### config.mk
export PLATFORM = sky130hd
export DESIGN_NAME = dmem_arbiter_flat
export DESIGN_NICKNAME = d
export VERILOG_FILES = /design/src/rtl/dmem_arbiter_pkg.sv /design/src/rtl/dmem_arbiter_if.sv /design/src/rtl/dmem_arbiter_rr_arb2.sv /design/src/rtl/dmem_arbiter.sv /design/src/flat_wrapper.sv
export SDC_FILE = /design/constraint.sdc
export NUM_CORES = 1
export LEC_CHECK = 0
export ABC_CLOCK_PERIOD_IN_PS = 1630
export CAP_MARGIN = 20
export CORE_MARGIN = 2
export CORE_UTILIZATION = 36
export CTS_CLUSTER_DIAMETER = 50
export DETAILED_ROUTE_END_ITERATION = 7
export PLACE_DENSITY = 0.77
export SYNTH_ARGS = -nofsm -noshare
export SYNTH_HDL_FRONTEND = slang
export SYNTH_SLANG_ARGS = --single-unit
### constraint.sdc
create_clock -name clk -period 1.63 [get_ports clk]
set_input_delay 0.326 -clock clk [delete_from_list [all_inputs] [get_ports clk]]
set_output_delay 0.326 -clock clk [all_outputs]
set_load 0.02 [all_outputs]
### src/rtl/dmem_arbiter_pkg.sv
// Shared types and constants for the data-memory arbiter slice.
package dmem_pkg;

    localparam int AW    = 16;
    localparam int DW    = 16;
    localparam int DEPTH = 24;

    localparam logic PORT_CPU = 1'b0;
    localparam logic PORT_DBG = 1'b1;

    typedef enum logic [1:0] {
        IDLE   = 2'd0,
        ACCESS = 2'd1,
        ACK    = 2'd2
    } state_t;

    // Word addresses at or beyond DEPTH do not exist in the memory.
    function automatic logic addr_in_range(input logic [AW-1:0] addr);
        return (addr < AW'(DEPTH));
    endfunction

endpackage

### src/rtl/dmem_arbiter_if.sv
// Requester-side and memory-side signals of the data-memory arbiter.
interface dmem_arbiter_if;
    import dmem_pkg::*;

    logic          req0;
    logic          req1;
    logic          we0;
    logic          we1;
    logic [AW-1:0] addr0;
    logic [AW-1:0] addr1;
    logic [DW-1:0] wdata0;
    logic [DW-1:0] wdata1;
    logic          ack0;
    logic          ack1;
    logic          err0;
    logic          err1;
    logic [DW-1:0] rdata;
    logic          cpu_stall;
    logic [AW-1:0] mem_addr;
    logic [DW-1:0] mem_wdata;
    logic          mem_write;
    logic          mem_read;
    logic [DW-1:0] mem_rdata;

    // Arbiter view.
    modport slave (
        input  req0, req1, we0, we1, addr0, addr1, wdata0, wdata1, mem_rdata,
        output ack0, ack1, err0, err1, rdata, cpu_stall,
               mem_addr, mem_wdata, mem_write, mem_read
    );

    // Requester and memory view.
    modport master (
        output req0, req1, we0, we1, addr0, addr1, wdata0, wdata1, mem_rdata,
        input  ack0, ack1, err0, err1, rdata, cpu_stall,
               mem_addr, mem_wdata, mem_write, mem_read
    );

endinterface

### src/rtl/dmem_arbiter_rr_arb2.sv
// Two-request round-robin picker: on contention the port that was not
// granted last wins; a lone requester always wins.
module rr_arb2 (
    input  logic [1:0] req,
    input  logic       last,
    output logic       gnt_idx,
    output logic       gnt_valid
);

    // Pick the winner from the current requests and the previous grant.
    always_comb begin
        gnt_valid = |req;
        gnt_idx   = 1'b0;
        if (req == 2'b11) begin
            gnt_idx = ~last;
        end else if (req[1]) begin
            gnt_idx = 1'b1;
        end
    end

endmodule

### src/rtl/dmem_arbiter.sv
// Shares the single data-memory port between the CPU MEM stage (port 0)
// and the debug/loader port (port 1). Each access runs IDLE -> ACCESS -> ACK,
// so one access completes every three cycles.
//
// state  | meaning
// IDLE   | waiting for a request; the winner is latched on the edge
// ACCESS | memory driven from the latched request; read data captured
// ACK    | one-cycle ack (and err) to the latched port; requests ignored
module dmem_arbiter
    import dmem_pkg::*;
(
    input  logic           clk,
    input  logic           rst,
    dmem_arbiter_if.slave  bus
);

    state_t        state;
    logic          last;
    logic          idx_l;
    logic          we_l;
    logic [AW-1:0] addr_l;
    logic [DW-1:0] wdata_l;
    logic          gnt_idx;
    logic          gnt_valid;
    logic          addr_ok;
    logic          in_access;

    rr_arb2 u_rr_arb2 (
        .req       ({bus.req1, bus.req0}),
        .last      (last),
        .gnt_idx   (gnt_idx),
        .gnt_valid (gnt_valid)
    );

    assign addr_ok   = addr_in_range(addr_l);
    assign in_access = (state == ACCESS);

    // Memory is only driven during ACCESS, and never for an out-of-range address.
    always_comb begin
        bus.mem_addr  = in_access ? addr_l  : '0;
        bus.mem_wdata = in_access ? wdata_l : '0;
        bus.mem_read  = in_access & ~we_l & addr_ok;
        bus.mem_write = in_access &  we_l & addr_ok;
    end

    // The CPU stalls for as long as its request is outstanding.
    assign bus.cpu_stall = bus.req0 & ~bus.ack0;

    // Access sequencer with registered ack/err/rdata.
    always_ff @(posedge clk) begin
        if (!rst) begin
            state     <= IDLE;
            last      <= PORT_DBG;
            idx_l     <= PORT_CPU;
            we_l      <= 1'b0;
            addr_l    <= '0;
            wdata_l   <= '0;
            bus.ack0  <= 1'b0;
            bus.ack1  <= 1'b0;
            bus.err0  <= 1'b0;
            bus.err1  <= 1'b0;
            bus.rdata <= '0;
        end else begin
            case (state)
                IDLE: begin
                    if (gnt_valid) begin
                        idx_l   <= gnt_idx;
                        last    <= gnt_idx;
                        we_l    <= gnt_idx ? bus.we1    : bus.we0;
                        addr_l  <= gnt_idx ? bus.addr1  : bus.addr0;
                        wdata_l <= gnt_idx ? bus.wdata1 : bus.wdata0;
                        state   <= ACCESS;
                    end
                end
                ACCESS: begin
                    bus.rdata <= bus.mem_read ? bus.mem_rdata : '0;
                    bus.ack0  <= (idx_l == PORT_CPU);
                    bus.ack1  <= (idx_l == PORT_DBG);
                    bus.err0  <= (idx_l == PORT_CPU) & ~addr_ok;
                    bus.err1  <= (idx_l == PORT_DBG) & ~addr_ok;
                    state     <= ACK;
                end
                ACK: begin
                    bus.ack0 <= 1'b0;
                    bus.ack1 <= 1'b0;
                    bus.err0 <= 1'b0;
                    bus.err1 <= 1'b0;
                    state    <= IDLE;
                end
                default: begin
                    state <= IDLE;
                end
            endcase
        end
    end

endmodule

### src/flat_wrapper.sv
// flat-port wrapper written by rule: the top's interface ports become plain ports
module dmem_arbiter_flat import dmem_pkg::*;
  (clk, rst, bus_req0, bus_req1, bus_we0, bus_we1, bus_addr0, bus_addr1, bus_wdata0, bus_wdata1, bus_mem_rdata, bus_ack0, bus_ack1, bus_err0, bus_err1, bus_rdata, bus_cpu_stall, bus_mem_addr, bus_mem_wdata, bus_mem_write, bus_mem_read);
  dmem_arbiter_if bus_i ();
  input  logic clk;
  input  logic rst;
  input wire logic [$bits(bus_i.req0)-1:0] bus_req0;
  input wire logic [$bits(bus_i.req1)-1:0] bus_req1;
  input wire logic [$bits(bus_i.we0)-1:0] bus_we0;
  input wire logic [$bits(bus_i.we1)-1:0] bus_we1;
  input wire logic [$bits(bus_i.addr0)-1:0] bus_addr0;
  input wire logic [$bits(bus_i.addr1)-1:0] bus_addr1;
  input wire logic [$bits(bus_i.wdata0)-1:0] bus_wdata0;
  input wire logic [$bits(bus_i.wdata1)-1:0] bus_wdata1;
  input wire logic [$bits(bus_i.mem_rdata)-1:0] bus_mem_rdata;
  output wire logic [$bits(bus_i.ack0)-1:0] bus_ack0;
  output wire logic [$bits(bus_i.ack1)-1:0] bus_ack1;
  output wire logic [$bits(bus_i.err0)-1:0] bus_err0;
  output wire logic [$bits(bus_i.err1)-1:0] bus_err1;
  output wire logic [$bits(bus_i.rdata)-1:0] bus_rdata;
  output wire logic [$bits(bus_i.cpu_stall)-1:0] bus_cpu_stall;
  output wire logic [$bits(bus_i.mem_addr)-1:0] bus_mem_addr;
  output wire logic [$bits(bus_i.mem_wdata)-1:0] bus_mem_wdata;
  output wire logic [$bits(bus_i.mem_write)-1:0] bus_mem_write;
  output wire logic [$bits(bus_i.mem_read)-1:0] bus_mem_read;
  assign bus_i.req0 = bus_req0;
  assign bus_i.req1 = bus_req1;
  assign bus_i.we0 = bus_we0;
  assign bus_i.we1 = bus_we1;
  assign bus_i.addr0 = bus_addr0;
  assign bus_i.addr1 = bus_addr1;
  assign bus_i.wdata0 = bus_wdata0;
  assign bus_i.wdata1 = bus_wdata1;
  assign bus_i.mem_rdata = bus_mem_rdata;
  assign bus_ack0 = bus_i.ack0;
  assign bus_ack1 = bus_i.ack1;
  assign bus_err0 = bus_i.err0;
  assign bus_err1 = bus_i.err1;
  assign bus_rdata = bus_i.rdata;
  assign bus_cpu_stall = bus_i.cpu_stall;
  assign bus_mem_addr = bus_i.mem_addr;
  assign bus_mem_wdata = bus_i.mem_wdata;
  assign bus_mem_write = bus_i.mem_write;
  assign bus_mem_read = bus_i.mem_read;
  dmem_arbiter u_core (.clk(clk), .rst(rst), .bus(bus_i));
endmodule
Word-level counts from Yosys, hierarchy flattened
Index checks and enable logic that the tools add are counted.
{"block": "op_classes", "n_mux": 14, "bitwise": 12, "eq_ne": 4, "n_lt_le_gt_ge": 1, "n_reduce_logical": 4}
{"op": "$mux 16", "count": 5}
{"op": "$lt 16x5->1 const B", "count": 1}
{"op": "$pmux 1 s2", "count": 4}
{"op": "$and 1x1->1", "count": 7}
{"op": "$not 1->1", "count": 5}
{"op": "$eq 2x2->1 const B", "count": 2}
{"op": "$pmux 2 s2", "count": 1}
{"op": "$mux 1", "count": 3}
{"op": "$eq 2x1->1 const B", "count": 1}
{"op": "$logic_not 2->1", "count": 1}
{"op": "$mux 2", "count": 1}
{"op": "$ne 2x1->1 const B", "count": 1}
{"op": "$reduce_and 2->1", "count": 1}
{"op": "$reduce_bool 2->1", "count": 1}
{"op": "$reduce_or 2->1", "count": 1}
{"block": "word_totals", "regBits": 57}

Longest topological paths before layout
{"block": "depth", "depth_word": 4, "depth_mapped": 7, "mapped_depth_nobuf": 5}

Hierarchy
Synthesis repeated with hierarchy kept, for this count alone.
{"block": "hier_totals", "cells_unflattened": 306, "hier_area_um2": 2851.5}
{"mod": "dmem_arbiter", "cells_each": 304, "area_each_um2": 2837.7, "instances": 1, "seq_area_each_um2": 1141.1}
{"mod": "rr_arb2", "cells_each": 2, "area_each_um2": 13.8, "instances": 1, "seq_area_each_um2": 0.0}

Least setup slack after synthesis
Ideal clock, no wire load.
{"block": "synth_path", "path_kind": "register to output", "startpoint": "register u_core.state[1]", "endpoint": "output bus_mem_read", "required_ns": 1.304, "stages_incl_launch_ff": 7, "arrival_time_ns": 1.520, "path_slack_ns": -0.216, "path_cell_list": "dfxtp_1 -> inv_1 -> ha_1 -> nor3b_1 -> nand4_2 -> buf_6 -> nor2_1"}
{"block": "synth_between", "elab_chain_cells": 3}
{"item": "from (decl)", "line_no": "dmem_arbiter.sv:17", "rtl": "state_t state;"}
{"item": "from (signal assigned)", "line_no": "dmem_arbiter.sv:52", "rtl": "state <= IDLE;"}
{"item": "from (signal assigned)", "line_no": "dmem_arbiter.sv:72", "rtl": "state <= ACCESS;"}
{"item": "from (signal assigned)", "line_no": "dmem_arbiter.sv:81", "rtl": "state <= ACK;"}
{"item": "$eq 2x1->1", "line_no": "dmem_arbiter.sv:36", "rtl": "assign in_access = (state == ACCESS);"}
{"item": "$and 1x1->1 (2 in series)", "line_no": "dmem_arbiter.sv:42", "rtl": "bus.mem_read = in_access & ~we_l & addr_ok;"}
{"item": "to (decl)", "line_no": "flat_wrapper.sv:25", "rtl": "output wire logic [$bits(bus_i.mem_read)-1:0] bus_mem_read;"}
Every way passes these cells.

Worst setup path after layout
{"block": "layout_path", "startpoint": "register u_core.state[1]", "endpoint": "output bus_mem_write"}
{"block": "layout_between", "elab_chain_cells": 3}
{"item": "$eq 2x1->1", "line_no": "dmem_arbiter.sv:36"}
{"item": "$and 1x1->1 (2 in series)", "line_no": "dmem_arbiter.sv:43", "rtl": "bus.mem_write = in_access & we_l & addr_ok;"}
{"item": "to (decl)", "line_no": "flat_wrapper.sv:24", "rtl": "output wire logic [$bits(bus_i.mem_write)-1:0] bus_mem_write;"}
Every way passes these cells.

==> impl_metrics.env <==
export IMPL_status="finished with violations"
export IMPL_violations="negative setup slack"
export IMPL_max_freq_mhz=542
export IMPL_min_delay_path_class="primary input to flip-flop"
export IMPL_cpLargestDelayFamily="simple AND/OR/NAND/NOR gates"
export IMPL_clockBufferDepth=2
export IMPL_ctsRootBufferMaster="clkbuf_8"
export IMPL_hpwlAfterDp_um=6180
export IMPL_rsz0062_at_grt="true"
export IMPL_worst_slack_ns=-0.214
export IMPL_drive_gt1_share_pct=25.3
export IMPL_postCtsHoldBufs=0
export IMPL_io_pins=141
export IMPL_worst_slew_pin_slew_ns=0.319
export IMPL_clock_sinks=57
export IMPL_switching_share_pct=29.5
export IMPL_yosys_cell_count_top_type="nand2_1"
export IMPL_yosys_most_used_dff="dfxtp_1"
export IMPL_fp_row_count=31
export IMPL_yosysTopAreaCellShare_pct=42.3
export IMPL_grt_pass1_wl_um=13600
export IMPL_fin_skew_ns=0.0104
export IMPL_grt_usage_pct=20.2
export IMPL_postSynthAreaPerCell_sq_um=7.96
export IMPL_setup_violations=34
export IMPL_dpl_cell_area_sq_um=4410
export IMPL_slew_violations=0
export IMPL_wirelength_um=8850
export IMPL_die_w_um=90.6
export IMPL_synth_edf_count=0
export IMPL_cpMaxStageDelayCell="dfxtp_2"
export IMPL_rr_worst_depth=7
export IMPL_switching_power_mw=1.23
export IMPL_grt_overflow=0
export IMPL_period_needed_ns=1.84
export IMPL_seqPwrFrac_pct=38.9
export IMPL_gp_congestion=0.719
export IMPL_multi_input_area_sq_um=1490
export IMPL_start_kind="flip-flop"
export IMPL_syn2layout_area_growth_pct=78.1
export IMPL_yosys_top_cells_area="dfxtp_1 42%, nand2_1 12%, o21ai_0 7.8%, a31oi_1 7.6%, and2_1 7.4%"
export IMPL_worstHoldStart="rst"
export IMPL_yosysWarningCount=0
export IMPL_dp_cells=582
export IMPL_cap_violations=0
export IMPL_synth_common_cells="84 x nand2_1, 57 x dfxtp_1, 42 x o21ai_0"
export IMPL_r2r_start="u_core.state[0]$_SDFFE_PN0P_"
export IMPL_async_flop_share_pct=0
export IMPL_seqCellArea_sq_um=1140
export IMPL_ys_seq_area_share_pct=42.3
export IMPL_crit_type="flip-flop to output port"
export IMPL_cts_made_buffers=9
export IMPL_totalPowerFinal_mw=4.17
export IMPL_synth_seq_cells=57
export IMPL_tritoncts="yes"
export IMPL_cellLeakagePower_nw=2.09
export IMPL_fin_crit_sh_pct=113
export IMPL_h_tree_depth=3
export IMPL_p_int_mw=2.94
export IMPL_cp_num_buf_inv=2
export IMPL_clk_latency_ns=0.33
export IMPL_drtAntennaViolNets=0
export IMPL_fillers=597
export IMPL_maxSlewHeadroom_pct=78.7
export IMPL_fin_area_sq_um=4810
export IMPL_clk_pin_slew_ns=0.07
export IMPL_die_area_sq_um=8210
export IMPL_min_to="u_core.last$_SDFFE_PN1P_"
export IMPL_antenna_found_initial=0
export IMPL_yosysTopAreaCell="dfxtp_1"
export IMPL_coreArea_sq_um=7250
export IMPL_holdWs_ns=0.383
export IMPL_grt_pass1_vias=2927
export IMPL_ir_drop_mv=0.445
export IMPL_first_pass_iters=6
export IMPL_synthCells=339
export IMPL_die_y_um=90.6
export IMPL_start_util_pct=37.2
export IMPL_stdcell_count=604
export IMPL_syn_nets=429
export IMPL_worstReg2RegEnd="u_core.addr_l[6]$_SDFFE_PN0P_"
export IMPL_diodes=0
export IMPL_cp_end_kind="output port"
export IMPL_drc=0
export IMPL_worstPathRequired_ns=1.30
export IMPL_numPortBuffers=140
export IMPL_hold_path_depth=2
export IMPL_powerDensity_nw_per_um2=868
export IMPL_clkPwrFrac_pct=31.3
export IMPL_avgViaCountPerCell=4.98
export IMPL_hold_viol_final=0
export IMPL_path_max_fanout=3
export IMPL_grt_max_degree=43
export IMPL_slowest_delay_ns=0.33
export IMPL_combPwrFrac_pct=29.8
export IMPL_synth_area_sq_um=2700
export IMPL_synth_distinct_cells=37
export IMPL_avgRoutedWirePerCell_um=14.7
export IMPL_vias=3010
export IMPL_arrival_ns=1.52
export IMPL_critical_path_cell_chain="inv_2 -> ha_4 -> nor3b_4 -> nand4_4 -> nor2_4 -> buf_6"
export IMPL_drt_iter0_markers=92
export IMPL_fin_nets=590
export IMPL_rrSetupSlack_ns=0.09
==> per-stage QoR <==
| stage | util, % | setup WS, ns | TNS (ns) |
|---|---|---|---|
| after floorplan | - | 0.00502 | 0 |
| after global placement | 60.8 | -0.405 | -9.84 |
| after detailed placement | 60.8 | -0.473 | -11.66 |
| after CTS | 64.4 | -0.218 | -1.53 |
| after global routing | 66.3 | -0.305 | -6.61 |
| final | 66.3 | -0.214 | -4.82 |
==> cells in the final DEF, fill, tap and decap left out, types with 3 or more instances in the layout <==
cell type        instances
a31oi_1                 33
and2_1                  16
and2_4                  16
buf_12                   7
buf_4                   30
buf_6                   31
clkbuf_8                10
clkdlybuf4s50_1         94
clkinv_2                 4
dfxtp_1                 55
dlygate4sd2_1            4
dlymetal6s2s_1           7
nand2_1                 84
nand3_1                 16
nor2b_1                  4
o21ai_0                 39
o21ai_1                  3
o21ai_2                  8
==> final cells by class <==
| class | count | share of cell area [%] |
|---|---|---|
| Multi-Input combinational cell | 251 | 31.0 |
| Clock inverter | 6 | 1.20 |
| Inverter | 4 | 0.312 |
| Timing Repair Buffer | 177 | 38.2 |
| Sequential cell | 57 | 23.8 |
| Tap cell | 99 | 2.58 |
| Clock buffer | 10 | 2.86 |
==> flip-flops by register name, summed over array words and instances (netlist names) <==
name and count:
u_core.addr_l 16, u_core.bus.ack0 1, u_core.bus.ack1 1, u_core.bus.err0 1, u_core.bus.err1 1, u_core.bus.rdata 16, u_core.idx_l 1, u_core.last 1
u_core.state 2, u_core.wdata_l 16, u_core.we_l 1
==> metal layers <==
metal,vias to the layer above,part of all wire [%],global-route usage (%)
met2,126,50,36.4
met3,6,7.3,5.59
li1,1487,-,-
met4,0,0.69,4.62
met1,1391,42,23.6
met5,-,0,0
==> what timing repair did <==
action	CTS	global route
gates cloned	0	3
gates resized for setup	210	29
setup buffers	2	1
pin swaps	2	1
setup endpoints to repair	52	77
==> cell families after synthesis <==
family,synth area share (%)
DFF,42.3
muxes,0.742
buffers and inverters,6.40
adders and majority gates,1.85
and+or+nand+nor,27.4
AOI/OAI and AO/OA,21.3
==> how the worst max path moves through the flow <==
stage / startpoint / depth (start not counted) / slack, ns / to
after floorplan: u_core.state[0]$_SDFFE_PN0P_ / 5 / 0.005 / bus_mem_read
after global placement: u_core.state[0]$_SDFFE_PN0P_ / 5 / -0.41 / bus_mem_read
after detailed placement: u_core.state[0]$_SDFFE_PN0P_ / 5 / -0.47 / bus_mem_read
after CTS: u_core.state[1]$_SDFFE_PN0P_ / 6 / -0.22 / bus_mem_read
after global routing: u_core.state[1]$_SDFFE_PN0P_ / 6 / -0.31 / bus_mem_write
final: u_core.state[1]$_SDFFE_PN0P_ / 6 / -0.21 / bus_mem_write
==> power by group through the flow <==
stage	logic, mW	clock network, mW	registers, mW
global route	1.34	1.38	1.64
global placement	1.11	0	1.64
CTS	1.16	1.32	1.62
floorplan	0.530	0	1.65
detailed placement	1.12	0	1.65
finish	1.25	1.31	1.62
(Power assumes the default switching activity.)
==> RTL edit 1 (config.mk and constraints unchanged) <==
Change the package constant `AW` from 16 to 18.
--- a/src/rtl/dmem_arbiter_pkg.sv
+++ b/src/rtl/dmem_arbiter_pkg.sv
@@ -1,7 +1,7 @@
 // Shared types and constants for the data-memory arbiter slice.
 package dmem_pkg;
 
-    localparam int AW    = 16;
+    localparam int AW    = 18;
     localparam int DW    = 16;
     localparam int DEPTH = 24;
 
Ports: changed (resized bus_addr0, bus_addr1 and bus_mem_addr); port bits go from 141 to 147. No check against the original RTL was run, so the function may have changed too.
==> RTL edit 1 against the unedited design <==
The run still ends with setup timing left. Sequential cell count rose by 2. Worst setup slack improved by 47 ps. Count of clock-buffer cells in the layout rose by 1. Worst hold slack got worse by 85 ps. Design area rose by 9.0%. Wire length rose by 0.25%. Synthesized area rose by 3.0%. Global-route usage fell by 0.25 points. Sequential power rose by 3%. Maximum frequency rose by 2.6%. Total power rose by 13%. Highest routed layer unchanged.
==> RTL edit 1: results (changes against the unedited design) <==
route:
  wl_per_cell_um: 14.8  # was 14.7 um
  drt_pass1_iterations: 4  # was 6
  num_vias: 2911  # was 3010
  met2_length_um: 4400  # was 4450 um
  drtIter0Drc: 51  # was 92
  wl_met3_um: 551  # was 647 um
  routed_wl_um: 8870  # was 8850 um
  wl_met1_um: 3800  # was 3690 um
  dr.max_layer_used: "met4"  # unchanged
grt:
  antenna_found_initial: 0  # unchanged
  grt_util_met3_pct: 5.51  # was 5.59%
  gr-usage-met1_pct: 23.9  # was 23.6%
  grt_util_met2_pct: 34.4  # was 36.4%
  grt_max_degree: 42  # was 43
  grt_pass1_wl_um: 13500  # was 13600 um
  grtUsageTotal_pct: 19.9  # was 20.2%
place:
  io_buffer_count: 146  # was 140
  hpwl_um: 5790  # was 6180 um
  globalplace.congestion: 0.740  # was 0.719
  placed_cells_incl_taps: 574  # was 582
  place_area_um2: 4570  # was 4410 um2
  dp_slack_ps: -324  # was -473 ps
timing:
  fin_tns_setup_ps: -3040  # was -4820 ps
  clock_skew_ps: 3.77  # was 10.4 ps
  setup_slack_ps: -167  # was -214 ps
  worstMarginPinSlew_ps: 261  # was 319 ps
  setup_viol: 36  # was 34
logic_synthesis:
  synth.area.top_cells: "dfxtp_1 43%, mux2i_1 14%, o21ai_0 7.7%"  # was dfxtp_1 42%, nand2_1 12%, o21ai_0 7.8%
  async_flop_share_pct: 0  # unchanged
  yosysSeqAreaShare_pct: 42.5  # was 42.3%
  synth_cell_type_count: 30  # was 37
  synth_nets: 407  # was 429
  synth_cells: 313  # was 339
  synthTopCellsByCount: "59 x dfxtp_1, 43 x o21ai_0, 38 x mux2i_1"  # was 84 x nand2_1, 57 x dfxtp_1, 42 x o21ai_0
clocking:
  cts_resized: 251  # was 210
  root_buffer: "clkbuf_8"  # unchanged
  cts.clk_slew.worst_paths_ps: 70  # about the same
  post_cts_buffers: 4  # was 2
  cts_max_level: 3  # unchanged
power_and_ir_drop:
  p_comb_mw: 1.41  # was 1.25 mW
  power_frac_clock_pct: 34.6  # was 31.3%
  worst_ir_drop_vdd_v: 0.000428  # was 0.000445 V
  p_sw_mw: 1.26  # was 1.23 mW
  leakage_nw: 2.42  # was 2.09 nW
critical_path:
  cp_max_fo: 6  # was 3
  worst_ep_arrival_time_ps: 1470  # was 1520 ps
cells_and_area:
  stdcell_count: 601  # was 604
  top_regs: "u_core.addr_l x18, u_core.bus.rdata x16, u_core.wdata_l x16"  # was u_core.addr_l x16, u_core.bus.rdata x16, u_core.wdata_l x16
  drive_gt1_share_pct: 30.7  # was 25.3%
  layout.nets: 588  # was 590
  fill_cells: 601  # was 597
status:
  status: "finished, violations left"  # unchanged
  violations: "setup timing"  # unchanged
worst_hold_path:
  hp-class: "input port to register"  # unchanged
RTL edit 1: cell count changes after synthesis, moves of 5 or more:
cell / before / now
nand2_1: 84 / 18
mux2i_1: 2 / 38
a21oi_1: 1 / 36
a31oi_1: 33 / 0
o21ai_1: 0 / 9
o21ai_2: 8 / 0
buf_4: 6 / 1
clkbuf_1: 10 / 15
RTL edit 1: logic make-up after synthesis:
kind of cell,Yosys count,share of synthesized area [%]
compound gates,95,18.2
simple gates,87,17.2
flops,59,42.5
mux,38,13.7
buf+inv,30,6.57
fa+ha+maj,4,1.80
RTL edit 1: path summary, 6_finish.rpt:
| path | from | end | slack, ps | depth (start not counted) |
|---|---|---|---|---|
| max | u_core.addr_l[7]$_SDFFE_PN0P_ | bus_mem_read | -170 | 5 |
| min | rst | u_core.last$_SDFFE_PN1P_ | 300 | 2 |
| max reg2reg | u_core.state[1]$_SDFFE_PN0P_ | u_core.wdata_l[15]$_SDFFE_PN0P_ | 50 | 9 |
| min reg2reg | u_core.bus.rdata[7]$_SDFFE_PN0N_ | u_core.bus.rdata[7]$_SDFFE_PN0N_ | 440 | 2 |
RTL edit 1: area by class of cell:
cell class	instances	area (um2)	area share, %
Clock buffer	11	141	2.70
Clock inverter	5	100	1.91
Inverter	2	7.51	0.143
Multi-Input combinational cell	224	1580	30.1
Sequential cell	59	1190	22.7
Tap cell	102	128	2.44
Timing Repair Buffer	198	2100	40.1
RTL edit 1: critical path, stage by stage (launching register included):
cell     delay, ps
dfxtp_1        310
nor4_1         280
nand4_1        160
buf_6          170
nor2b_4        110
buf_6          120
RTL edit 1: stage by stage:
stage / power [mW] / util, %
floorplan: 2.23 / -
global placement: 2.81 / 60.1
detailed placement: 2.83 / 60.1
CTS: 4.62 / 66.5
global route: 4.94 / 68.9
finish: 4.71 / 68.9
==> RTL edit 2 (same settings) <==
Without the edit above. The 3 states of `state_t` get a one-hot encoding in 3 bits.
--- a/src/rtl/dmem_arbiter_pkg.sv
+++ b/src/rtl/dmem_arbiter_pkg.sv
@@ -8,10 +8,10 @@
     localparam logic PORT_CPU = 1'b0;
     localparam logic PORT_DBG = 1'b1;
 
-    typedef enum logic [1:0] {
-        IDLE   = 2'd0,
-        ACCESS = 2'd1,
-        ACK    = 2'd2
+    typedef enum logic [2:0] {
+        IDLE   = 3'b001,
+        ACCESS = 3'b010,
+        ACK    = 3'b100
     } state_t;
 
     // Word addresses at or beyond DEPTH do not exist in the memory.
Function: same outputs for any inputs over 10 cycles, from zero or initial values and one cycle with rst low; not proved beyond that.
==> RTL edit 2 against the unedited design <==
The run still ends with setup timing left. Design area grew 12%. Register-to-register slack got worse by 70 ps. Total power grew 5.9%. Worst setup slack got worse by 10 ps. Synthesized area increased by 10%. Maximum frequency fell by 0.54%. Critical path depth decreased by 1. Sequential cell count is 1 higher. Wire length is 16% higher. Critical endpoint is now bus_mem_read. Largest cell class unchanged.
==> RTL edit 2: results (changes against the unedited design) <==
cells_and_area:
  multi_input_area_share_pct: 34.1  # was 31.0%
  nonClkBufAreaFrac_pct: 36.2  # was 38.2%
  fill_cells: 639  # was 597
  multi_input_gates: 236  # was 251
  non_clock_buffer_count: 191  # was 177
timing:
  setup_slack_ps: -224  # was -214 ps
  fin_tns_setup_ps: -5130  # was -4820 ps
  setup_viol: 34  # unchanged
power_and_ir_drop:
  power_frac_clock_pct: 34.1  # was 31.3%
  leakage_nw: 2.52  # was 2.09 nW
  worst_ir_drop_vdd_v: 0.000445  # about the same
  p_total_mw: 4.42  # was 4.17 mW
grt:
  grt_util_met3_pct: 5.91  # was 5.59%
  grt_pass1_vias: 3274  # was 2927
  gr-usage-met1_pct: 23.4  # was 23.6%
  grtUsageTotal_pct: 21.6  # was 20.2%
  grt_util_met2_pct: 39.5  # was 36.4%
route:
  met2_length_um: 5340  # was 4450 um
  num_vias: 3225  # was 3010
  wl_met1_um: 4000  # was 3690 um
  wl_per_cell_um: 16.4  # was 14.7 um
status:
  violations: "setup timing"  # unchanged
  status: "finished, violations left"  # unchanged
place:
  hpwl_um: 6760  # was 6180 um
  globalplace.congestion: 0.805  # was 0.719
critical_path:
  worstReg2RegEnd: "u_core.bus.rdata[10]$_SDFFE_PN0N_"  # was u_core.addr_l[6]$_SDFFE_PN0P_
  crit_path_start: "u_core.addr_l[6]$_SDFFE_PN0P_"  # was u_core.state[1]$_SDFFE_PN0P_
  rrSetupSlack_ps: 20  # was 90 ps
logic_synthesis:
  synth.area.top_cells: "dfxtp_1 39%, a311oi_2 15%, nand2_1 9.1%"  # was dfxtp_1 42%, nand2_1 12%, o21ai_0 7.8%
==> RTL edit 2: changes by cell type after synthesis, moves of 5 or more <==
| cell | before | now |
|---|---|---|
| inv_1 | 3 | 17 |
| o21ai_0 | 42 | 4 |
| a311oi_2 | 0 | 29 |
| nand2_1 | 84 | 72 |
| clkbuf_1 | 10 | 15 |
| o21ai_2 | 8 | 0 |
| o41ai_1 | 0 | 16 |
| a31oi_1 | 33 | 0 |
| a21oi_1 | 1 | 36 |
==> RTL edit 2: cells by family after synthesis <==
logic type | synth area share [%]
buffers and inverters | 8.75
AND/OR/NAND/NOR | 22.8
flip-flops | 39.1
AO/OA/AOI/OAI | 29.1
XOR/XNOR | 0.295
==> RTL edit 2: repair_timing <==
action                                  4_1_cts  5_1_grt
resized for setup                           226       68
pin swaps                                     3       37
hold buffers                                  0        0
endpoints found under the setup margin       42       86
setup buffers                                 4        0
cloned                                        4        1
==> RTL edit 2: worst min path at each step <==
| stage | startpoint | end | slack (ps) |
|---|---|---|---|
| 2_1_floorplan | u_core.idx_l$_SDFFE_PN0P_ | u_core.bus.ack1$_SDFFE_PN0P_ | 460 |
| 3_3_place_gp | u_core.bus.err1$_SDFFE_PN0P_ | u_core.bus.err1$_SDFFE_PN0P_ | 440 |
| 3_5_place_dp | u_core.bus.err0$_SDFFE_PN0P_ | u_core.bus.err0$_SDFFE_PN0P_ | 450 |
| 4_1_cts | u_core.bus.err0$_SDFFE_PN0P_ | u_core.bus.err0$_SDFFE_PN0P_ | 470 |
| 5_1_grt | u_core.bus.err0$_SDFFE_PN0P_ | u_core.bus.err0$_SDFFE_PN0P_ | 500 |
| 6_report | u_core.bus.err1$_SDFFE_PN0P_ | u_core.bus.err1$_SDFFE_PN0P_ | 460 |
